<file path="src/rtl/vga_timing_gen.sv">
`default_nettype none
// ============================================================================
// Module  : vga_timing_gen
// Brief   : Parametrised raster timing generator with sync, blanking, DE,
//           line/frame pulses and a fetch-lead strobe for pipeline prefetch.
// Revision: 1.0
// ============================================================================
module vga_timing_gen #(
    parameter int HACT   = 640,
    parameter int HFP    = 16,
    parameter int HSW    = 96,
    parameter int HBP    = 48,
    parameter int VACT   = 480,
    parameter int VFP    = 10,
    parameter int VSW    = 2,
    parameter int VBP    = 33,
    parameter bit HS_POL = 1'b0,
    parameter bit VS_POL = 1'b0,
    parameter int LEAD   = 2,
    parameter int CW     = 11
) (
    input  logic          I_CLK,
    input  logic          I_RST,
    input  logic          I_CE,
    input  logic          I_RESYNC,
    output logic [CW-1:0] O_H_CNT,
    output logic [CW-1:0] O_V_CNT,
    output logic          O_HS,
    output logic          O_VS,
    output logic          O_DE,
    output logic          O_HBLANK,
    output logic          O_VBLANK,
    output logic          O_FETCH,
    output logic          O_SOL,
    output logic          O_SOF
);

    localparam int HTOTAL = HACT + HFP + HSW + HBP;
    localparam int VTOTAL = VACT + VFP + VSW + VBP;
    localparam int CW1    = CW + 1;

    localparam logic [CW-1:0] C_H_LAST = CW'(HTOTAL - 1);
    localparam logic [CW-1:0] C_V_LAST = CW'(VTOTAL - 1);
    localparam logic [CW-1:0] C_ONE    = CW'(1);

    // Decode thresholds carry one extra bit so a total of exactly 2^CW cannot alias to zero.
    localparam logic [CW:0] C_HACT   = CW1'(HACT);
    localparam logic [CW:0] C_VACT   = CW1'(VACT);
    localparam logic [CW:0] C_HS_BEG = CW1'(HACT + HFP);
    localparam logic [CW:0] C_HS_END = CW1'(HACT + HFP + HSW);
    localparam logic [CW:0] C_VS_BEG = CW1'(VACT + VFP);
    localparam logic [CW:0] C_VS_END = CW1'(VACT + VFP + VSW);
    localparam logic [CW:0] C_HTOT   = CW1'(HTOTAL);
    localparam logic [CW:0] C_LEAD   = CW1'(LEAD);

    logic [CW-1:0] h_q, h_d;
    logic [CW-1:0] v_q, v_d;
    logic          hs_q, vs_q, de_q, hblank_q, vblank_q, fetch_q, sol_q, sof_q;
    logic          hs_d, vs_d, de_d, hblank_d, vblank_d, fetch_d, sol_d, sof_d;

    logic [CW:0]   hx, vx, t_lead, t_wrap, vnx;
    logic [CW-1:0] v_next;

    always_comb begin
        h_d = h_q;
        v_d = v_q;
        if (I_CE) begin
            if (I_RESYNC) begin
                h_d = '0;
                v_d = '0;
            end else if (h_q == C_H_LAST) begin
                h_d = '0;
                v_d = (v_q == C_V_LAST) ? '0 : v_q + C_ONE;
            end else begin
                h_d = h_q + C_ONE;
            end
        end
    end

    // Outputs decode the next counter value so they line up with O_H_CNT/O_V_CNT.
    always_comb begin
        hx       = {1'b0, h_d};
        vx       = {1'b0, v_d};
        de_d     = (hx < C_HACT) && (vx < C_VACT);
        hblank_d = !(hx < C_HACT);
        vblank_d = !(vx < C_VACT);
        hs_d     = ((hx >= C_HS_BEG) && (hx < C_HS_END)) ? HS_POL : ~HS_POL;
        vs_d     = ((vx >= C_VS_BEG) && (vx < C_VS_END)) ? VS_POL : ~VS_POL;

        // A lead that runs past the end of the line looks at the following line.
        v_next   = (v_d == C_V_LAST) ? '0 : v_d + C_ONE;
        vnx      = {1'b0, v_next};
        t_lead   = hx + C_LEAD;
        t_wrap   = t_lead - C_HTOT;
        if (t_lead < C_HTOT) begin
            fetch_d = (t_lead < C_HACT) && (vx < C_VACT);
        end else begin
            fetch_d = (t_wrap < C_HACT) && (vnx < C_VACT);
        end

        sol_d    = I_CE && (h_d == '0);
        sof_d    = sol_d && (v_d == '0);
    end

    always_ff @(posedge I_CLK or posedge I_RST) begin
        if (I_RST) begin
            h_q      <= C_H_LAST;
            v_q      <= C_V_LAST;
            hs_q     <= ~HS_POL;
            vs_q     <= ~VS_POL;
            de_q     <= 1'b0;
            hblank_q <= 1'b1;
            vblank_q <= 1'b1;
            fetch_q  <= (LEAD > 0);
            sol_q    <= 1'b0;
            sof_q    <= 1'b0;
        end else begin
            h_q      <= h_d;
            v_q      <= v_d;
            hs_q     <= hs_d;
            vs_q     <= vs_d;
            de_q     <= de_d;
            hblank_q <= hblank_d;
            vblank_q <= vblank_d;
            fetch_q  <= fetch_d;
            sol_q    <= sol_d;
            sof_q    <= sof_d;
        end
    end

    assign O_H_CNT  = h_q;
    assign O_V_CNT  = v_q;
    assign O_HS     = hs_q;
    assign O_VS     = vs_q;
    assign O_DE     = de_q;
    assign O_HBLANK = hblank_q;
    assign O_VBLANK = vblank_q;
    assign O_FETCH  = fetch_q;
    assign O_SOL    = sol_q;
    assign O_SOF    = sof_q;

endmodule
`default_nettype wire
</file>
<file path="config.mk">
export PLATFORM = sky130hd
export DESIGN_NAME = vga_timing_gen
export DESIGN_NICKNAME = d
export VERILOG_FILES = /design/src/rtl/vga_timing_gen.sv
export SDC_FILE = /design/constraint.sdc
export NUM_CORES = 1
export LEC_CHECK = 0
export CAP_MARGIN = 40
export CORE_ASPECT_RATIO = 1.4
export CORE_UTILIZATION = 48
export CTS_CLUSTER_SIZE = 24
export DETAILED_ROUTE_END_ITERATION = 16
export GPL_TIMING_DRIVEN = 0
export PLACE_DENSITY = 0.79
export SLEW_MARGIN = 20
export SYNTH_ARGS = -nofsm -noshare
export SYNTH_HDL_FRONTEND = slang
export SYNTH_SLANG_ARGS = --single-unit
</file>
<file path="constraint.sdc">
create_clock -name I_CLK -period 2.8 [get_ports I_CLK]
set_input_delay 0.42 -clock I_CLK [delete_from_list [all_inputs] [get_ports I_CLK]]
set_output_delay 0.42 -clock I_CLK [all_outputs]
set_load 0.005 [all_outputs]
</file>
[Yosys cells after proc, flatten, opt, wreduce, memory -nomap -nowiden]
Index checks and enable logic that the tools add are counted.
W data, S select, Z words.
Cells by class
  magnitude comparators: 10
  reduce and logical (&&, ||, !) cells: 11
  add/sub/neg operators: 5
  equal/unequal tests: 3
  mux-type cells: 11
Operator list (count)
  $mux W11: 8
  $lt A12 B10 Y1 const B: 3
  $add A11 B1 Y11 const B: 3
  $eq A11 B10 Y1 const B: 3
  $lt A11 B9 Y1 const B: 3
  $logic_not A11 Y1: 2
  $lt A11 B10 Y1 const B: 2
  $add A11 B2 Y12 const B: 1
  $sub A12 B10 Y12 const B: 1
  $ge A11 B10 Y1 const B: 1
  $ge A11 B9 Y1 const B: 1
  $logic_and A1 B1 Y1: 7
  $mux W1: 3
  $logic_not A1 Y1: 2
Word-level totals
  register bits: 30
  logic and storage cells: 50
  input bits: 4

[Depth between registers and ports, before layout]
  depth in word-level cells: 10
  mapped depth: 12

[Least setup slack after synthesis]
OpenSTA, ideal clock, no wires.
  path kind: reg2reg
  start: register h_q[0] (netlist: O_H_CNT[0])
  end: register fetch_q (netlist: O_FETCH)
  library setup time: 77 ps
  slack: -238 ps
  data required time: 2723 ps
  stages on the path, launching flop included: 11
  buffers on the path: 1
  clock period less this slack: 3038 ps
  arrival: 2961 ps
  cell sequence: dfstp_2 > ha_1 > and4_1 > clkbuf_1 > nand3_1 > or4_1 > and2_0 > or4_1 > a311oi_1 > nor3_1 > o22ai_1
Between the ends
  longest elaborated chain between the ends: 9
  elaborated cells between the ends (all ways): 21
RTL lines
  from (decl): RTL line 56  | logic [CW-1:0] h_q, h_d;
  from (signal assigned): RTL line 107  | h_q <= C_H_LAST;
  from (signal assigned): RTL line 118  | h_q <= h_d;
  $add A11 B1 Y11 / $eq A11 B10 Y1 (equally long branches): RTL line 75, 71
  $mux W11: RTL line 71  | end else if (h_q == C_H_LAST) begin
  $mux W11: RTL line 68  | if (I_RESYNC) begin
  $mux W11: RTL line 67  | if (I_CE) begin
  $add A11 B2 Y12 (tied with other cells): RTL line 93  | t_lead = hx + C_LEAD;
  $sub A12 B10 Y12 / $mux W11 (equally long branches): RTL line 94, 91
  $lt A12 B10 Y1 / $lt A11 B9 Y1 (equally long branches): RTL line 98  | fetch_d = (t_wrap < C_HACT) && (vnx < C_VACT);
  $logic_and A1 B1 Y1: RTL line 98
  $mux W1 *: RTL line 95  | if (t_lead < C_HTOT) begin
  via fetch_d: RTL line 59  | logic hs_d, vs_d, de_d, hblank_d, vblank_d, fetch_d, sol_d, sof_d;
  to (signal assigned): RTL line 114  | fetch_q <= (LEAD > 0);
  to (signal assigned): RTL line 125  | fetch_q <= fetch_d;
  to (decl): RTL line 58  | logic hs_q, vs_q, de_q, hblank_q, vblank_q, fetch_q, sol_q, sof_q;
The timed path passes the listed nets; every way through them passes the cells marked *.

[Worst setup path after layout]
  start: register h_q[1] (netlist: O_H_CNT[1])
  end: register fetch_q (netlist: O_FETCH)
The elaborated chain is that of the path after synthesis.

==> run metrics <==
Tmin final=just under 3000 ps; Crit Path Max Fanout=10; Synth top area share=0.190; hold_ws=~530 ps; All-Layer GR Usage=0.276; initial antenna violation count=0; IO Count=34; Top FF cell, synth=dfstp_2; Port Buffers=33; clk_skew=3.02 ps; violated checks=DRC, setup timing; area leader, netlist=dfstp_2; hold_buf cts=0; drt total wl=6590 µm; static leakage=1.15 nW; slew margin rel.=0.582; synth unique cells=59; post-route ant nets=0; fin cells=roughly 340; critical path class=reg2reg; final setup vio count=2; global-route wire length before repair=9550 µm; routed len/inst=a little under 20 µm; Die ar.=approximately 4600 µm²; count leader, synth=nand2_1; final worst-path cycle share=1.03; DIE WIDTH=57.6 µm; Yosys reg bits=30; Initial Utilization=0.495; Pre-Repair DR Iteration Count=12; setup TNS=-133 ps; Synth Instances=around 230; top cells by count, synth=nand2_1 (21), nor2_1 (16), dfrtp_1 (15), dfstp_2 (15), nand4_1 (14); worst path required time=3010 ps; Max Freq=0.346 GHz; core area=4200 µm²; dpl hpwl=4110 µm; vias in the first global route=~2100; CTS tree=built; Worst VDD drop=0.000344 V; crit path launch type=flop; top post-synthesis cells by area=dfstp_2 (19%), dfrtp_1 (18%), nand4_1 (4.2%); DR vias=2255; layout cell share with drive strength beyond 1=0.340; Final Core Density=0.706; GRT overflow=0; antenna cells=0; clock buffer depth=2; Die Span Y=79.9 µm; post-synthesis async set-or-reset flop share=1.00; Final Slew Violations=0; routability-driven placement congestion ratio=just over 0.9; Num Clock Sinks=30; Area Overhead vs Synth=42.7%; htree depth=2; largest net degree at the start of global routing=31; outcome=finished, violations left; Iteration-0 DRC Markers=189; CP arrival=3100 ps; Row Count=28; worst hold path class=in2async; final setup margin=-93.6 ps; P per Cell Area=337 nW/µm²; maxcap violations=0; Worst R2R Path Depth=10; number of CTS-inserted buffers=5; Synth Warn #=0; Post-synth EDFFs=0; Vias/cell=6.59; CP Capture Type=flop; Worst-Margin Slew=approximately 630 ps; RSZ-0062 raised after global routing=true; dpl cells=312; sequential share of the synthesized area=0.370; clock tree root driver cell=clkbuf_8; clock latency on the worst-skew pair=280 ps; # DRC=1; Reg clk slew, reported paths=70 ps; Final nets=303; Synth Cell Area=2080 µm²; Final Hold Viols=0; Avg Cell Area, Syn=just under 9 µm²; Worst Setup Slack post-DPL=-878 ps; Fillers=303; syn nets=approximately 240
-- layout by cell type, fill, tap and decap left out, drive strengths merged, types with 5 or more instances in the layout --
master         instances
nand4                 14
o21ai                  8
nand3                 11
or4                    9
xnor2                  5
dfrtp                 15
nor2                  16
a21oi                  8
inv                   10
nor4                   6
o31ai                  5
clkdlybuf4s50         33
nand2                 21
buf                   32
clkbuf                 7
nor3                   8
dfstp                 15
-- through the flow --
step,cell area [µm²],power (mW)
2_1_floorplan,2080,0.544
3_3_place_gp,2470,0.600
3_5_place_dp,2470,0.602
4_1_cts,2740,0.986
5_1_grt,2970,1.04
6_report,2970,1.00
-- flip-flops by register name (all words and copies together) (netlist names) --
register	cells
O_SOL	1
O_HBLANK	1
O_V_CNT	11
O_VS	1
O_FETCH	1
O_VBLANK	1
O_HS	1
O_H_CNT	11
O_SOF	1
O_DE	1
-- logic make-up after synthesis --
family,synth area share
flip-flops,0.370
multiplexers,0.0150
AND/OR/NAND/NOR,0.335
AO/OA/AOI/OAI,0.176
buffers and inverters,0.0481
adder cells (fa/ha/maj),0.0181
XOR/XNOR,0.0379
-- worst paths after layout --
kind	start	end	slack, ps
setup / recovery	O_H_CNT[1]	O_FETCH	-90
min in group I_CLK	O_H_CNT[2]	O_H_CNT[2]	580
hold reg to reg	O_H_CNT[2]	O_H_CNT[2]	580
setup reg to reg	O_H_CNT[1]	O_FETCH	-90
hold / removal	I_RST	O_SOF	530
max in group asynchronous	I_RST	O_H_CNT[6]	1820
-- metal layers --
layer,global-route usage,part of all wire,up-vias
li1,-,-,1014
met1,0.300,0.37,1091
met2,0.477,0.52,113
met3,0.0454,0.057,37
met4,0.195,0.052,0
met5,0,0,-
-- report_power, final --
group / total, mW / switching [mW] / internal (mW)
clock: 0.370 / 0.173 / 0.197
sequential: 0.474 / 0.0196 / 0.454
combinational: 0.157 / 0.0798 / 0.0769
-- critical path, stage by stage (launching register included) --
cell,delay (ps)
dfstp_2,560
ha_4,160
nand4_1,140
buf_4,230
nor4_4,300
nand4_1,200
xor2_2,210
or4_4,550
a311oi_2,230
nor3_2,70
o22ai_1,170
-- final cells by class --
cell class | count | area, µm² | share of cell area
clock buffers | 6 | 82.6 | 0.0278
clock inverters | 2 | 12.5 | 0.00422
flip-flops and latches | 30 | 772 | 0.260
multi-input cells | 182 | 1420 | 0.478
well taps | 45 | 56.3 | 0.0190
plain buffers | 4 | 31.3 | 0.0105
repair buffers | 62 | 552 | 0.186
inverters | 11 | 41.3 | 0.0139
-- repair_timing --
action,4_1_cts,5_1_grt
setup buffers,18,11
resized for setup,15,42
setup endpoints to repair,6,5
pin swaps,13,19
Note: power is estimated with default switching activity, not from simulation.
